## config.mk

```make
export PLATFORM = sky130hd
export DESIGN_NAME = desired_drive_slew
export DESIGN_NICKNAME = d
export VERILOG_FILES = /design/src/rtl/desired_drive_slew.sv
export SDC_FILE = /design/constraint.sdc
export NUM_CORES = 1
export LEC_CHECK = 0
export CORE_MARGIN = 2
export CORE_UTILIZATION = 50
export CTS_BUF_LIST = sky130_fd_sc_hd__clkbuf_8
export DETAILED_ROUTE_END_ITERATION = 7
export GPL_ROUTABILITY_DRIVEN = 0
export HOLD_SLACK_MARGIN = 0.03
export PLACE_DENSITY = 0.68
export SLEW_MARGIN = 25
export SYNTH_ARGS = -nofsm -noshare
export SYNTH_HDL_FRONTEND = slang
export SYNTH_SLANG_ARGS = --single-unit
```

## constraint.sdc

```tcl
create_clock -name clk -period 14.8 [get_ports clk]
set_clock_uncertainty 0.1 [all_clocks]
set_input_delay 2.96 -clock clk [delete_from_list [all_inputs] [get_ports clk]]
set_output_delay 2.96 -clock clk [all_outputs]
set_load 0.01 [all_outputs]
```

## src/rtl/desired_drive_slew.sv

```systemverilog
// desired_drive_slew: three-stage pipeline that turns filtered pedal torque, cadence,
// incline and assist level into a motor current target.
// Stage 1 registers the torque and incline/cadence terms.
// Stage 2 registers their product; the product is forced to zero when not pedaling.
// Stage 3 moves target_curr toward the saturated raw current.
// Optional macro DESIRED_DRIVE_SLEW_LIMIT_EN: when defined, target_curr moves by at most
// SLEW_UP / SLEW_DN per sample. When undefined, target_curr jumps straight to raw.
module desired_drive_slew #(
    parameter logic [11:0] TORQUE_MIN = 12'h380,
    parameter logic [4:0]  CAD_THRESH = 5'd1,
    parameter logic [11:0] SLEW_UP    = 12'h100,
    parameter logic [11:0] SLEW_DN    = 12'h200
) (
    input  logic        clk,
    input  logic        rst_n,
    input  logic        in_vld,
    input  logic [11:0] avg_torque,
    input  logic [4:0]  cadence,
    input  logic        not_pedaling,
    input  logic [12:0] incline,
    input  logic [2:0]  scale,
    output logic [11:0] target_curr,
    output logic        out_vld,
    output logic        at_target
);

    localparam logic [1:0] ST_IDLE = 2'd0;
    localparam logic [1:0] ST_RAMP = 2'd1;
    localparam logic [1:0] ST_HOLD = 2'd2;

    // valid pipe
    logic        v1_q;
    logic        v2_q;

    // stage registers
    logic [14:0] s1_torque_q;
    logic [14:0] s1_incline_q;
    logic        s1_np_q;
    logic [29:0] s2_prod_q;
    logic        s2_np_q;
    logic [1:0]  state_q;

    // stage-1 combinational terms
    logic [11:0]        torque_off;
    logic [14:0]        torque_pos;
    logic signed [12:0] inc_s;
    logic signed [12:0] inc_sat;
    logic signed [12:0] inc_off;
    logic [8:0]         incline_lim;
    logic [5:0]         cad_factor;
    logic [14:0]        incline_term;

    // stage-3 combinational terms
    logic [11:0] raw_curr;
    logic [11:0] target_new;
    logic [1:0]  state_new;
    logic        go_idle;

    // Stage-1 arithmetic: torque above the offset, and the incline/cadence factor
    always_comb begin
        torque_off   = (avg_torque > TORQUE_MIN) ? (avg_torque - TORQUE_MIN) : 12'd0;
        torque_pos   = {3'd0, torque_off} * {12'd0, scale};
        inc_s        = $signed(incline);
        if (inc_s > 13'sd511) begin
            inc_sat = 13'sd511;
        end else if (inc_s < -13'sd512) begin
            inc_sat = -13'sd512;
        end else begin
            inc_sat = inc_s;
        end
        inc_off = inc_sat + 13'sd256;
        if (inc_off < 13'sd0) begin
            incline_lim = 9'd0;
        end else if (inc_off > 13'sd511) begin
            incline_lim = 9'd511;
        end else begin
            incline_lim = inc_off[8:0];
        end
        cad_factor   = (cadence > CAD_THRESH) ? ({1'b0, cadence} + 6'd32) : 6'd0;
        incline_term = {6'd0, incline_lim} * {9'd0, cad_factor};
    end

    // Raw current saturates once the product exceeds the 12-bit window
    always_comb begin
        raw_curr = (|s2_prod_q[29:27]) ? 12'hFFF : s2_prod_q[26:15];
    end

`ifdef DESIRED_DRIVE_SLEW_LIMIT_EN
    logic [12:0] raw_x;
    logic [12:0] tgt_x;
    logic [12:0] up_diff;
    logic [12:0] dn_diff;
    logic [12:0] up_step;
    logic [12:0] dn_step;
    logic [12:0] up_sum;
    logic [12:0] dn_sum;

    // Slew-limited step toward raw; 13-bit sums clamp rather than wrap
    always_comb begin
        raw_x   = {1'b0, raw_curr};
        tgt_x   = {1'b0, target_curr};
        up_diff = raw_x - tgt_x;
        dn_diff = tgt_x - raw_x;
        up_step = (up_diff > {1'b0, SLEW_UP}) ? {1'b0, SLEW_UP} : up_diff;
        dn_step = (dn_diff > {1'b0, SLEW_DN}) ? {1'b0, SLEW_DN} : dn_diff;
        up_sum  = tgt_x + up_step;
        dn_sum  = tgt_x - dn_step;
        if (raw_x > tgt_x) begin
            target_new = up_sum[12] ? 12'hFFF : up_sum[11:0];
        end else if (raw_x < tgt_x) begin
            target_new = dn_sum[12] ? 12'h000 : dn_sum[11:0];
        end else begin
            target_new = target_curr;
        end
    end

    // Next FSM state for the sample in stage 3
    always_comb begin
        go_idle = (raw_curr == 12'd0) && (target_new == 12'd0) && s2_np_q;
        if (go_idle) begin
            state_new = ST_IDLE;
        end else if (state_q == ST_IDLE) begin
            state_new = (raw_curr == 12'd0) ? ST_HOLD : ST_RAMP;
        end else begin
            state_new = (target_new == raw_curr) ? ST_HOLD : ST_RAMP;
        end
    end
`else
    // Unlimited: target follows raw and the FSM never lingers in RAMP
    always_comb begin
        target_new = raw_curr;
        go_idle    = (raw_curr == 12'd0) && s2_np_q;
        state_new  = go_idle ? ST_IDLE : ST_HOLD;
    end
`endif

    // Valid pipe: out_vld is the third stage
    always_ff @(posedge clk) begin
        if (!rst_n) begin
            v1_q    <= 1'b0;
            v2_q    <= 1'b0;
            out_vld <= 1'b0;
        end else begin
            v1_q    <= in_vld;
            v2_q    <= v1_q;
            out_vld <= v2_q;
        end
    end

    // Stage 1: capture the two factors and the pedaling flag on each sample
    always_ff @(posedge clk) begin
        if (!rst_n) begin
            s1_torque_q  <= 15'd0;
            s1_incline_q <= 15'd0;
            s1_np_q      <= 1'b0;
        end else if (in_vld) begin
            s1_torque_q  <= torque_pos;
            s1_incline_q <= incline_term;
            s1_np_q      <= not_pedaling;
        end
    end

    // Stage 2: full product, zeroed for samples taken while not pedaling
    always_ff @(posedge clk) begin
        if (!rst_n) begin
            s2_prod_q <= 30'd0;
            s2_np_q   <= 1'b0;
        end else if (v1_q) begin
            s2_prod_q <= s1_np_q ? 30'd0 : ({15'd0, s1_torque_q} * {15'd0, s1_incline_q});
            s2_np_q   <= s1_np_q;
        end
    end

    // Stage 3: update target and FSM only on a valid stage-3 sample
    always_ff @(posedge clk) begin
        if (!rst_n) begin
            target_curr <= 12'd0;
            state_q     <= ST_IDLE;
        end else if (v2_q) begin
            target_curr <= target_new;
            state_q     <= state_new;
        end
    end

    assign at_target = (state_q == ST_HOLD);

endmodule

```

# Word level (Yosys, flattened, before mapping)
# Cells that the tools add are included.
op_classes:
  n_eq_ne: 1
  magnitude_cmp: 6
  addsub: 3
  reduce_logical: 3
  multipliers: 3
  muxes: 9
ops:
  columns: ["op", "n"]
  rows:
  - ["15-bit by 15-bit multiplier with 30-bit output", 1]
  - ["30-bit two-way mux", 1]
  - ["13-bit by 10-bit > comparator with 1-bit output (second input constant)", 2]
  - ["13-bit two-way mux", 2]
  - ["12-bit two-way mux", 2]
  - ["9-bit two-way mux", 2]
  - ["12-bit by 3-bit multiplier with 15-bit output", 1]
  - ["9-bit by 6-bit multiplier with 15-bit output", 1]
  - ["13-bit by 10-bit adder with 13-bit output (second input constant)", 1]
  - ["13-bit by 1-bit less-than comparator with 1-bit output (second input constant)", 1]
  - ["13-bit by 10-bit less-than comparator with 1-bit output (second input constant)", 1]
  - ["12-bit by 10-bit > comparator with 1-bit output (second input constant)", 1]
  - ["12-bit logical NOT", 1]
  - ["12-bit by 10-bit subtractor with 12-bit output (second input constant)", 1]
  - ["5-bit by 6-bit adder with 6-bit output (second input constant)", 1]
  - ["6-bit two-way mux", 1]
  - ["5-bit by 1-bit > comparator with 1-bit output (second input constant)", 1]
  - ["3-bit OR reduction", 1]
  - ["2-bit == test (second input constant)", 1]
  - ["2-bit two-way mux", 1]
  - ["1-bit logical AND", 1]
totals:
  reg_bits: 79
  word_cells: 35
  input_bits: 37
  out_inout_bits: 14

# Depth between registers and ports, before layout
depth:
  depth_word: 8
  depth_mapped: 28

# Worst setup path before layout
# OpenSTA, ideal clock, no wires.
synth_path:
  path_kind: "input to register"
  start: "in incline[12]"
  end: "reg s1_incline_q[13]"
  t_arrival_ns: 8.469
  n_path_buf: 1
  required_time_ns: 14.570
  path_stages: 28
  slack_ns: 6.102
  path_cell_list: "clkbuf_1 > nand4_1 > ha_1 > clkinv_1 > a21oi_1 > inv_1 > ha_1 > nand2_1 > a2111oi_0 > o22a_1 > o211ai_2 > a21oi_1 > nor2_1 > fa_1 > inv_1 > fa_1 > fa_1 > inv_1 > ha_1 > nor2b_1 > o21ai_0 > a21boi_0 > o21ai_0 > a21oi_1 > o21a_1 > o21a_1 > o2111ai_1 > o211ai_1"
synth_between:
  elab_chain_cells: 8
  word_cells_on_any_way: 10
  classes_between: "add/sub: 1; mul: 1; order compare: 4; mux: 4"
synth_rtl:
  columns: ["element", "line_no", "text"]
  rows:
  - ["from (decl)", "20", "input logic [12:0] incline,"]
  - ["13-bit by 10-bit less-than comparator with 1-bit output", "66", "end else if (inc_s < -13'sd512) begin"]
  - ["13-bit two-way mux", "66", null]
  - ["13-bit two-way mux (*)", "64", "if (inc_s > 13'sd511) begin"]
  - ["13-bit by 10-bit adder with 13-bit output (*)", "71", "inc_off = inc_sat + 13'sd256;"]
  - ["13-bit by 10-bit > comparator with 1-bit output", "74", "end else if (inc_off > 13'sd511) begin"]
  - ["9-bit two-way mux", "74", null]
  - ["9-bit two-way mux (*)", "72", "if (inc_off < 13'sd0) begin"]
  - ["9-bit by 6-bit multiplier with 15-bit output (*)", "80", "incline_term = {6'd0, incline_lim} * {9'd0, cad_factor};"]
  - ["to (signal assigned)", "158", "s1_incline_q <= incline_term;"]
  - ["to (decl)", "37", "logic [14:0] s1_incline_q;"]
# Mark *: on every way between the ends. The rest lies on a longest branch, timed or not.
# A chain may end at the register's enable or synchronous reset.

# Worst setup path after layout
layout_path:
  start: "in incline[11]"
  end: "reg s1_incline_q[13]"
# Same word-level chain as after synthesis.

==> run metrics <==
Area growth, synth to finish 8.121%; clock power share between 10% and 20%; Seq pwr share a little under a quarter; Setup crit end kind flip-flop; I/O pins 51; Ant. Diodes 0; depth of the CTS H-tree 3; Max Slew Vio Count 0; leakage 0.006540 uW; total routed wirelength about 25 mm; sequential cell area fraction in the yosys report a little over a tenth; Congestion Overflow GR 0; Yosys reg bits 63; critical path class primary input to flip-flop; Ys Warns 0; post-layout min period about 9.4 ns; hold buffers post-CTS 0; CTS tree yes; Netlist cell types between 60 and 70; commonest non-fill, non-tap cells in the layout inv_1, fa_1, nand2_1, ha_1, and2_1; P per Cell Area between 90 and 100 mW/mm^2; Clock Tree Buf Depth 2; commonest non-fill, non-tap cell in the layout inv_1; die area 0.02517 mm^2; CTS sink cnt between 60 and 70; # rows 56; layout cell share with drive strength beyond 1 under 10%; Worst-Margin Slew 0.9654 ns; Final #Nets ~1,800; Final period util ~64%; initial DRC count 314; CTS buffer count 9; slowest stage cell on the critical path clkdlybuf4s50_1; DR vias 8,943; commonest register cell after synthesis dfxtp_1; crit-path max cell delay slightly below 0.6 ns; sum of negative setup slack 0 ns; clock-pin slew on the worst setup and hold paths 0.09 ns; number of synthesized flops with an enable pin 0; pin count of the biggest net entering global routing between 50 and 60; average wire per standard cell between 10 and 15 um; switching share of total power between 40% and 50%; maxcap violations 0; Mapped Nets between 1,500 and 2,000; Setup Fix Bufs, Post-CTS 0; Initial Util 50.94%; setup violators final 0; vias in the first global route 9,043; crit start category primary input; HP Class flip-flop to flip-flop; Resize count post-CTS 0; ys async rst share 0%; antenna violations before repair 0; Req. time, crit path ~15 ns; Post-DP HPWL 20.22 mm; delay-heaviest family, CP compound AO/OA/AOI/OAI gates; RSZ-0062 raised after global routing false; Die Span Y roughly 160 um; area of the core around 0.023 mm^2; first-pass GRT wire length ~43 mm; power consumption between 1000 and 1500 uW; run status finished clean; worst ir drop on vdd 0.1108 mV; Routed Antenna Nets 0; Pint between 600 and 700 uW; sw power between 500 and 600 uW; hold slack 0.3830 ns; Synth Area per Inst between 8 and 9 um^2; vias per cell about 5.3; worst-path fanout max 9; slew margin rel. 35.51%; Die X 158.6 um; Post-Syn Instances around 1,400; later-pin clock latency in the skew report 0.37 ns; Crit path buffers/inverters 5; Final Hold Viols 0; GRT Total Usage between 20% and 30%; Residual DRC 0; share of power burned in combinational logic a little over three fifths; FMAX roughly 0.11 GHz; root buffer cell clkbuf_8; DRT Pass-1 Iters 5; Synth Cell Area 0.01196 mm^2; # port buffers 50; crit path DAT about 9.6 ns
state kept, by name, indices dropped and copies added, names as in the netlist:
name,flops
s1_np_q,1
s2_np_q,1
s2_prod_q,15
v1_q,1
state_q,1
v2_q,1
s1_incline_q,15
out_vld,1
s1_torque_q,15
target_curr,12
per-layer routing:
| metal | GRT usage (%) | vias up | wire, um |
|---|---|---|---|
| met1 | 28.70 | 4472 | 11570 |
| li1 | - | 4284 | - |
| met2 | 36.92 | 155 | 12280 |
| met5 | 0 | - | 0 |
| met3 | 2.803 | 32 | 860 |
| met4 | 4.891 | 0 | 475 |
Yosys cell counts, drive strengths merged, types with 3 or more instances:
cell,count,area share [%]
a21boi,5,0.31
a21o,11,0.69
a21oi,42,1.9
a22o,13,0.95
a31oi,4,0.33
and2,98,5.1
and3,10,0.52
clkbuf,47,1.5
dfxtp,63,11
fa,206,34
ha,132,14
inv,252,7.9
mux2i,14,1.2
nand2,188,5.9
nand2b,8,0.42
nand3,16,0.67
nand4,5,0.26
nor2,78,2.4
nor2b,32,1.7
nor3,10,0.42
nor4,3,0.16
o211ai,5,0.36
o21a,7,0.44
o21ai,26,1.2
o21bai,3,0.28
o221a,11,1.0
o31ai,3,0.30
o41ai,3,0.44
or2,6,0.31
or3,3,0.17
xnor2,14,1.0
xor2,13,0.95
cell families (layout without fill, tap and decap cells):
logic type                 count (synthesis)  in the layout  share of synthesized area, %
adders and majority gates                338            338                         48.30
AOI/OAI and AO/OA                        149            149                         9.638
muxes                                     14             14                         1.172
DFF                                       63             63                         10.55
and+or+nand+nor                          467            467                         18.78
buffers and inverters                    302            324                         9.575
xor gates and xnor gates                  27             27                         1.978
per-stage QoR:
stage               setup WS [ns]  area (um^2)  cells  util (%)
finish                      5.364        12930   1701     55.07
floorplan                   6.102        11960   1360         -
CTS                         5.481        12920   1701     55.06
global route                4.764        12930   1701     55.07
detailed placement          5.099        12700   1685     54.10
global placement            5.336        12700   1685     54.10
cell type report:
class / instances / area (um^2)
inverters: 253 / 949.7
clock inverters: 7 / 102.6
multi-input cells: 995 / 9553
fillers: 2206 / 10550
well taps: 319 / 399.1
repair buffers: 55 / 538.0
clock buffers: 9 / 123.9
flip-flops and latches: 63 / 1261
power groups by stage:
stage | Combinational [uW] | Sequential [uW] | Clock, uW
floorplan | 600 | 215 | 0
global placement | 724 | 270 | 0
detailed placement | 741 | 269 | 0
CTS | 747 | 266 | 179
global route | 859 | 272 | 187
finish | 734 | 267 | 175
final timing paths:
path                                      start  depth (start not counted)                to  slack (ns)
worst max-delay path                incline[11]                         28  s1_incline_q[13]        5.36
worst min-delay path              s2_prod_q[28]                          1     s2_prod_q[28]        0.38
worst max register to register  s1_incline_q[4]                         20     s2_prod_q[15]        8.15
worst min register to register    s2_prod_q[28]                          1     s2_prod_q[28]        0.38
(Power assumes the default switching activity.)
